--- config.mk ---
export PLATFORM = sky130hd
export DESIGN_NAME = wb_broadcaster
export DESIGN_NICKNAME = d
export VERILOG_FILES = /design/src/rtl/wb_broadcaster.sv
export SDC_FILE = /design/constraint.sdc
export NUM_CORES = 1
export LEC_CHECK = 0
export BUFFER_PORTS_ARGS = -buffer_cell sky130_fd_sc_hd__buf_4
export CAP_MARGIN = 20
export CORE_ASPECT_RATIO = 1.4
export CORE_MARGIN = 4
export CORE_UTILIZATION = 45
export CTS_CLUSTER_SIZE = 16
export DETAILED_ROUTE_END_ITERATION = 7
export GPL_TIMING_DRIVEN = 0
export PLACE_DENSITY = 0.72
export SLEW_MARGIN = 40
export SYNTH_ARGS = -nofsm -noshare
export SYNTH_HDL_FRONTEND = slang
export SYNTH_SLANG_ARGS = --single-unit
export TNS_END_PERCENT = 5
--- constraint.sdc ---
create_clock -name clk -period 7.2 [get_ports clk]
set_input_delay 0.36 -clock clk [delete_from_list [all_inputs] [get_ports clk]]
set_output_delay 0.36 -clock clk [all_outputs]
set_load 0.05 [all_outputs]
--- src/rtl/wb_broadcaster.sv ---
// Writeback broadcaster: buffers ALU and LS results in two FIFOs
// and drives the O and T result broadcast channels.
module wb_broadcaster #(
  parameter int TAG_W = 4,
  parameter int DATA_W = 32,
  parameter int DEPTH = 4,
  parameter logic [TAG_W-1:0] TAG_FREE = '1
) (
  input  logic              clk,
  input  logic              rst,
  input  logic              rdy,
  input  logic              misTaken,
  input  logic              aluEn,
  input  logic [TAG_W-1:0]  aluTag,
  input  logic [DATA_W-1:0] aluData,
  output logic              aluRdy,
  input  logic              lsEn,
  input  logic [TAG_W-1:0]  lsTag,
  input  logic [DATA_W-1:0] lsData,
  output logic              lsRdy,
  output logic              enWrtO,
  output logic [TAG_W-1:0]  WrtTagO,
  output logic [DATA_W-1:0] WrtDataO,
  output logic              enWrtT,
  output logic [TAG_W-1:0]  WrtTagT,
  output logic [DATA_W-1:0] WrtDataT
);

  localparam int PW = $clog2(DEPTH);
  localparam int CW = PW + 1;
  localparam logic [CW-1:0] FULL = CW'(DEPTH);

  logic [TAG_W-1:0]  tagA [DEPTH];
  logic [DATA_W-1:0] datA [DEPTH];
  logic [TAG_W-1:0]  tagL [DEPTH];
  logic [DATA_W-1:0] datL [DEPTH];

  logic [PW-1:0] headA, tailA, headL, tailL;
  logic [PW-1:0] headA1, headL1;
  logic [CW-1:0] cntA, cntL;

  logic          hasA, hasL;
  logic          storeA, storeL;
  logic [1:0]    popA, popL;

  logic              nEnO, nEnT;
  logic [TAG_W-1:0]  nTagO, nTagT;
  logic [DATA_W-1:0] nDatO, nDatT;

  assign aluRdy = rdy & (cntA != FULL);
  assign lsRdy  = rdy & (cntL != FULL);

  assign storeA = aluEn & aluRdy & ~misTaken
                & (aluTag != TAG_FREE);
  assign storeL = lsEn & lsRdy & ~misTaken
                & (lsTag != TAG_FREE);

  assign hasA   = cntA != '0;
  assign hasL   = cntL != '0;
  assign headA1 = headA + 1'b1;
  assign headL1 = headL + 1'b1;

  // choose what goes on O and T from the pre-edge FIFO state
  always_comb begin
    popA  = 2'd0;
    popL  = 2'd0;
    nEnO  = 1'b0;
    nTagO = TAG_FREE;
    nDatO = '0;
    nEnT  = 1'b0;
    nTagT = TAG_FREE;
    nDatT = '0;
    unique case (1'b1)
      hasA && hasL: begin
        popA  = 2'd1;
        popL  = 2'd1;
        nEnO  = 1'b1;
        nTagO = tagA[headA];
        nDatO = datA[headA];
        nEnT  = 1'b1;
        nTagT = tagL[headL];
        nDatT = datL[headL];
      end
      (cntA > CW'(1)) && !hasL: begin
        popA  = 2'd2;
        nEnO  = 1'b1;
        nTagO = tagA[headA];
        nDatO = datA[headA];
        nEnT  = 1'b1;
        nTagT = tagA[headA1];
        nDatT = datA[headA1];
      end
      (cntL > CW'(1)) && !hasA: begin
        popL  = 2'd2;
        nEnO  = 1'b1;
        nTagO = tagL[headL];
        nDatO = datL[headL];
        nEnT  = 1'b1;
        nTagT = tagL[headL1];
        nDatT = datL[headL1];
      end
      (cntA == CW'(1)) && !hasL: begin
        popA  = 2'd1;
        nEnO  = 1'b1;
        nTagO = tagA[headA];
        nDatO = datA[headA];
      end
      (cntL == CW'(1)) && !hasA: begin
        popL  = 2'd1;
        nEnO  = 1'b1;
        nTagO = tagL[headL];
        nDatO = datL[headL];
      end
      !hasA && !hasL: begin
        popA = 2'd0;
      end
    endcase
  end

  // FIFO storage; slots need no reset since counts gate reads
  always_ff @(posedge clk) begin
    if (storeA) begin
      tagA[tailA] <= aluTag;
      datA[tailA] <= aluData;
    end
    if (storeL) begin
      tagL[tailL] <= lsTag;
      datL[tailL] <= lsData;
    end
  end

  // pointers, counts and registered broadcast outputs
  always_ff @(posedge clk or negedge rst) begin
    if (!rst) begin
      headA    <= '0;
      tailA    <= '0;
      cntA     <= '0;
      headL    <= '0;
      tailL    <= '0;
      cntL     <= '0;
      enWrtO   <= 1'b0;
      WrtTagO  <= TAG_FREE;
      WrtDataO <= '0;
      enWrtT   <= 1'b0;
      WrtTagT  <= TAG_FREE;
      WrtDataT <= '0;
    end else if (rdy) begin
      if (misTaken) begin
        headA    <= '0;
        tailA    <= '0;
        cntA     <= '0;
        headL    <= '0;
        tailL    <= '0;
        cntL     <= '0;
        enWrtO   <= 1'b0;
        WrtTagO  <= TAG_FREE;
        WrtDataO <= '0;
        enWrtT   <= 1'b0;
        WrtTagT  <= TAG_FREE;
        WrtDataT <= '0;
      end else begin
        headA    <= headA + PW'(popA);
        headL    <= headL + PW'(popL);
        tailA    <= tailA + PW'(storeA);
        tailL    <= tailL + PW'(storeL);
        cntA     <= cntA - CW'(popA) + CW'(storeA);
        cntL     <= cntL - CW'(popL) + CW'(storeL);
        enWrtO   <= nEnO;
        WrtTagO  <= nTagO;
        WrtDataO <= nDatO;
        enWrtT   <= nEnT;
        WrtTagT  <= nTagT;
        WrtDataT <= nDatT;
      end
    end
  end

endmodule
# Yosys cells after proc, flatten, opt, wreduce, memory -nomap -nowiden
# Memories as Yosys holds them, arrays and structs flattened.
# Index checks and enable logic that the tools add are counted.
# Widths: inputs -> output; s select.
[classes]
add_sub_neg = 10
mul = 0
div_mod_pow = 0
order_cmp = 2
n_eq_ne = 6
shift = 0
n_mux = 24
bitwise_logic = 9
reduce_logical = 15
[ops]
columns = ["operator", "n"]
rows = [
  ["$pmux 32 s3", 1],
  ["$mux 32", 2],
  ["$pmux 32 s2", 1],
  ["$pmux 4 s3", 1],
  ["$and 1x1->1", 8],
  ["$mux 1", 8],
  ["$mux 2", 4],
  ["$mux 4", 2],
  ["$ne 4x4->1 const B", 2],
  ["$pmux 2 s2", 2],
  ["$pmux 4 s2", 1],
  ["$add 3x1->3", 2],
  ["$eq 3x1->1 const B", 2],
  ["$gt 3x1->1 const B", 2],
  ["$mux 3", 2],
  ["$ne 3x3->1 const B", 2],
  ["$reduce_bool 3->1", 2],
  ["$reduce_or 2->1", 3],
  ["$reduce_or 3->1", 2],
  ["$sub 3x2->3", 2],
  ["$logic_and 1x1->1", 5],
  ["$reduce_or 5->1", 1],
  ["$add 2x1->2", 2],
  ["$add 2x1->2 const B", 2],
  ["3 further kinds", 5],
]
[word_totals]
ff_bits = 88
latchBits = 0
ramBits = 288
romBits = 0
inputBits = 78
output_inout_bits = 76
word_cells = 82
n_memories = 4
[memory_table]
columns = ["memory", "words", "word_bits", "rd", "rd_clocked_by_memory_dff", "wr", "line_no", "rtl"]
rows = [
  ["datA", 4, 32, 2, 0, 1, "34", "logic [DATA_W-1:0] datA [DEPTH];"],
  ["datL", 4, 32, 2, 0, 1, "36", "logic [DATA_W-1:0] datL [DEPTH];"],
  ["tagA", 4, 4, 2, 0, 1, "33", "logic [TAG_W-1:0] tagA [DEPTH];"],
  ["tagL", 4, 4, 2, 0, 1, "35", "logic [TAG_W-1:0] tagL [DEPTH];"],
]

# Logic depth before layout (Yosys ltp)
[depth]
word_depth = 8
mapped_depth = 13
mapped_depth_nobuf = 12

# Worst setup path before layout
# No wires, ideal clock.
[synth_timing]
kind = "input-to-reg"
from = "in rdy"
to = "mem datL[1][0] (enable)"
setup_time_ps = 482
arrival_time_ps = 3781
path_slack_ps = 2937
cell_stages = 5
cell_sequence = "clkbuf_1 > inv_2 > nor2_1 > nand4_1 > nor3b_1"
[synth_between]
elab_chain_len = 6
[synth_rtl]
columns = ["element", "line_no", "rtl"]
rows = [
  ["start: declaration", "11", "input logic rdy,"],
  ["$and 1x1->1", "51", "assign lsRdy = rdy & (cntL != FULL);"],
  ["$and 1x1->1 (2 in series)", "55", "assign storeL = lsEn & lsRdy & ~misTaken"],
  ["$and 1x1->1", "56", "& (lsTag != TAG_FREE);"],
  ["$mux 1", "126", "if (storeL) begin"],
  ["$mux 1 (not written as such)", "128", "datL[tailL] <= lsData;"],
  ["end: declaration", "36", ""],
]
# No other way between the ends.

# Final worst setup path
[layout_timing]
from = "reg cntL[2]"
to = "reg cntA[2]"
[layout_between]
elab_chain_len = 8
[layout_rtl]
columns = ["element", "line_no", "rtl"]
rows = [
  ["start: declaration", "40", "logic [CW-1:0] cntA, cntL;"],
  ["start signal: assignment", "167", "cntL <= cntL - CW'(popL) + CW'(storeL);"],
  ["$reduce_bool 3->1 *", "59", "assign hasL = cntL != '0;"],
  ["$logic_not 1->1", "-", ""],
  ["$logic_and 1x1->1", "102", "(cntA == CW'(1)) && !hasL: begin"],
  ["$reduce_or 2->1 (no source line)", "-", ""],
  ["$pmux 2 s2 *", "73", "unique case (1'b1)"],
  ["$sub 3x2->3 *", "166", "cntA <= cntA - CW'(popA) + CW'(storeA);"],
  ["$add 3x1->3 *", "166", ""],
  ["$mux 3 *", "148", "if (misTaken) begin"],
  ["end signal: assignment", "166", ""],
  ["end: declaration", "40", ""],
]
# Mark *: on every way between the ends. The rest lies on a longest branch, timed or not.
# A chain may end at the register's enable or synchronous reset.

==> results.rst <==
.. list-table::
   :header-rows: 1

   * - Metric
     - Value
   * - Final number of max-transition violations
     - 0
   * - Post-route antenna net violation count
     - 0
   * - CTS H-Tree Depth
     - 2
   * - Critical Path RT
     - approximately 7.6 ns
   * - Tcrit/Tclk final
     - 0.418
   * - Largest family of logic cells by synthesized area
     - multiplexers
   * - Sequential fraction of the synthesis area
     - 0.660
   * - Global Route Usage Sum
     - 0.224
   * - Global-route wire length before repair
     - about 66,000 microns
   * - Cell-internal power
     - ~4.8 mW
   * - Category of the worst setup path launch point
     - flop
   * - Minimum clock period
     - approximately 3 ns
   * - Endpoints failing hold
     - 0
   * - TritonCTS clock tree
     - done
   * - Starting utilization of the core area
     - 0.457
   * - Adder and majority cell fraction of the synthesized area
     - 0.00851
   * - Total power
     - 7.66 mW
   * - Post-Route Skew
     - approximately 0.015 ns
   * - Core box area
     - between 30,000 and 40,000 sq um
   * - Antenna violations before repair
     - 4
   * - Worst-case clock buffer depth
     - 3
   * - Top post-synthesis cells by area
     - sky130_fd_sc_hd__edfxtp_1 53%, sky130_fd_sc_hd__mux4_2 20%, sky130_fd_sc_hd__dfrtp_1 12%
   * - Critical Setup Path Class
     - reg -> reg
   * - Setup TNS
     - 0 ns
   * - Switching power as a share of total power
     - 0.376
   * - Status
     - completed
   * - Die area
     - between 30,000 and 40,000 sq um
   * - Post-route cell area
     - roughly 20,000 sq um
   * - Peak supply drop
     - about 0.27 mV
   * - Power density over cell area
     - approximately 400 nW/um^2
   * - Cells after synthesis
     - 875
   * - Per-instance average area after synthesis
     - 18.8 sq um
   * - Latest clock arrival within the worst-skew pair
     - between 0.5 and 0.6 ns
   * - Horiz. Die Dim
     - between 150 and 200 microns
   * - Switching pwr
     - roughly 2.9 mW
   * - Placer congestion estimate
     - between 0.8 and 0.9
   * - NumNets Final
     - 1,197
   * - Row cnt
     - between 80 and 90
   * - Share of total power in sequential cells
     - 0.367
   * - Worst Max-Slew Pin Slew
     - just over 0.9 ns
   * - Area growth syn-to-layout
     - 19.6%
   * - Fill cell instance count of the final layout
     - between 2k and 3k
   * - Met3 WL post-DR
     - 3040 microns
   * - Most common library cell in the layout ignoring fill and taps
     - sky130_fd_sc_hd__edfxtp_1
   * - Total clock buffers created by CTS
     - 36
   * - Drt drc
     - 0
   * - Path category of the worst min-delay check
     - in -> reg
   * - Remaining max-slew budget at the tightest pin
     - 0.384
   * - Mapped cell area
     - between 15,000 and 20,000 sq um
   * - WL met1
     - approximately 16,000 microns
   * - Fraction of synthesized area in multiplexers
     - 0.198
   * - Wire per inst
     - around 28 microns
   * - Leakage power
     - 6.95 nW
   * - I/O Buffers
     - 151
   * - Total of endpoints with negative setup slack in the final report
     - 0
   * - Largest net degree at the start of global routing
     - between 80 and 90
   * - Unrepaired setup endpoints after global routing
     - false
   * - Vias per Instance
     - 6.30
   * - Share of final-layout standard cells stronger than drive strength 1
     - 0.409
   * - Max Cap Viol
     - 0
   * - FFs w/ async S/R, synth
     - 0.234
   * - Uppermost layer routed
     - met5
   * - Number of storage elements in the synthesis netlist
     - ~380
   * - Clock-pin slew reported for the worst setup and hold paths after clock tree synthesis
     - 0.07 ns
   * - Yosys top cell by area
     - sky130_fd_sc_hd__edfxtp_1
   * - HPWL reported at the end of detailed placement
     - 32,400 microns
   * - Vert. Die Dim
     - 234 microns
   * - Post-synth cell types
     - 44
   * - Highest clock rate
     - approximately 330 MHz
   * - Crit path arrival time
     - between 3 and 4 ns
   * - Number of flops mapped to enable cells by yosys
     - 288
   * - Leading cell types in the layout, fill and taps excluded
     - 288 x sky130_fd_sc_hd__edfxtp_1, 186 x sky130_fd_sc_hd__buf_4, 144 x sky130_fd_sc_hd__mux4_2
   * - Global route overflow
     - 0
   * - Area fraction in compound gates after synthesis
     - 0.0889
   * - Total Wirelength
     - 44,600 microns
   * - Routed wire length on met2
     - between 20,000 and 25,000 microns
   * - Root buffer cell
     - sky130_fd_sc_hd__clkbuf_16
   * - CP Capture Type
     - flop
   * - Vias in the first global route
     - 10.5k
   * - Routed vias
     - roughly 10k
   * - Area after detailed placement
     - 18,500 sq um
   * - Count of clock tree sinks
     - 376
   * - Top_reg_cell synth
     - sky130_fd_sc_hd__edfxtp_1
   * - Relative contribution of the clock network to total power
     - 0.237
   * - DRC marker count from the first detailed-route iteration
     - between 1k and 1.5k
   * - Synthesized Nets
     - 963
   * - Xor/xnor cell area share of the yosys netlist
     - 0.00160
   * - Combinational share of power
     - 0.396
   * - Number of warnings printed during yosys synthesis
     - 0
   * - Critical path peak fanout
     - 8
   * - Post-synthesis share of cell area spent on and, or, nand and nor gates
     - 0.0187
   * - Area fraction of the dominant cell type after synthesis
     - 0.525
   * - Ports
     - about 150
   * - DR pass1 iterations
     - 7
==> sequential cells by signal, summed over array words and instances, names as in the netlist, 3 cells and up <==
signal / flops
datA: 128
datL: 128
WrtDataO: 32
WrtDataT: 32
tagA: 16
tagL: 16
WrtTagO: 4
WrtTagT: 4
cntA: 3
cntL: 3
==> metal layers <==
| layer | global-route usage | vias to the layer above |
|---|---|---|
| li1 | - | 4201 |
| met1 | 0.276 | 5281 |
| met2 | 0.389 | 492 |
| met3 | 0.0346 | 105 |
| met4 | 0.108 | 2 |
| met5 | 0 | - |
==> Yosys cell counts (all sizes together), types with 3 or more instances <==
cell,count
dfrtp,80
buf,46
inv,10
a22oi,100
dfstp,8
a22o,8
a21oi,7
edfxtp,288
clkbuf,22
mux4,144
nand2,15
o2bb2ai,36
a31oi,5
nor2,20
nor3b,4
nor3,6
or3,3
ha,8
o21ai,39
nand4,4
o22ai,4
==> critical path, cell delays in order (launching register included) <==
cell and delay, ns:
sky130_fd_sc_hd__dfrtp_1 0.46, sky130_fd_sc_hd__or3_4 0.47, sky130_fd_sc_hd__nor2_1 0.39, sky130_fd_sc_hd__nor2_1 0.12
sky130_fd_sc_hd__ha_1 0.31, sky130_fd_sc_hd__inv_1 0.06, sky130_fd_sc_hd__ha_1 0.14, sky130_fd_sc_hd__inv_1 0.05
sky130_fd_sc_hd__fa_1 0.43, sky130_fd_sc_hd__xor2_1 0.19, sky130_fd_sc_hd__o21ai_0 0.11, sky130_fd_sc_hd__nand2_1 0.09
sky130_fd_sc_hd__o21ai_0 0.07
==> through the flow <==
step	setup WS, ns	hold WS [ns]	util	instances
global route	4.01	0.0155	0.546	1599
detailed placement	4.09	0.441	0.515	1532
finish	4.19	0.0316	0.547	1601
CTS	4.18	0.0116	0.546	1597
floorplan	2.94	0.0644	-	875
global placement	-0.494	0.465	0.505	1488
==> logic make-up after synthesis <==
group,Yosys count
AOI/OAI and AO/OA,204
and+or+nand+nor,57
buffers and inverters,79
DFF,376
xor gates and xnor gates,3
adders and majority gates,10
muxes,146
==> power groups by stage <==
stage          Sequential (mW)  Combinational, mW  Clock (mW)
3_3_place_gp              2.86               2.97           0
4_1_cts                   2.81               3.04        1.84
5_1_grt                   2.84               3.21        1.93
3_5_place_dp              2.85               3.04           0
2_1_floorplan             3.44               1.45           0
6_report                  2.81               3.03        1.81
==> layout make-up <==
cell class,count,area (sq um),share of cell area
Sequential cell,376,10900,0.552
Multi-Input combinational cell,420,5250,0.267
Timing Repair Buffer,196,1480,0.0749
Clock buffer,52,1030,0.0524
Tap cell,462,578,0.0294
Buffer,69,357,0.0181
Clock inverter,12,88.8,0.00451
Inverter,10,37.5,0.00191
Antenna cell,4,10.0,0.000508
==> repair_timing <==
item / CTS / global route
hold buffers: 1 / 0
hold endpoints to repair: 80 / 0
resized for setup: 0 / 0
buffers inserted: 0 / 0
==> path summary, 6_finish.rpt <==
check | start | to | slack, ns | cells past startpoint
max in group asynchronous | rst | WrtDataT[25]$_DFFE_PN0P_ | 6.18 | 2
hold / removal | aluData[6] | datA[3][6]$_DFFE_PP_ | 0.03 | 1
setup reg to reg | cntL[2]$_DFFE_PN0P_ | cntA[2]$_DFFE_PN0P_ | 4.19 | 12
hold reg to reg | enWrtO$_DFFE_PN0P_ | enWrtO$_DFFE_PN0P_ | 0.48 | 1
min in group asynchronous | rst | WrtDataO[5]$_DFFE_PN0P_ | 0.44 | 2
setup / recovery | cntL[2]$_DFFE_PN0P_ | cntA[2]$_DFFE_PN0P_ | 4.19 | 12
Power figures use the tool's default switching activity.
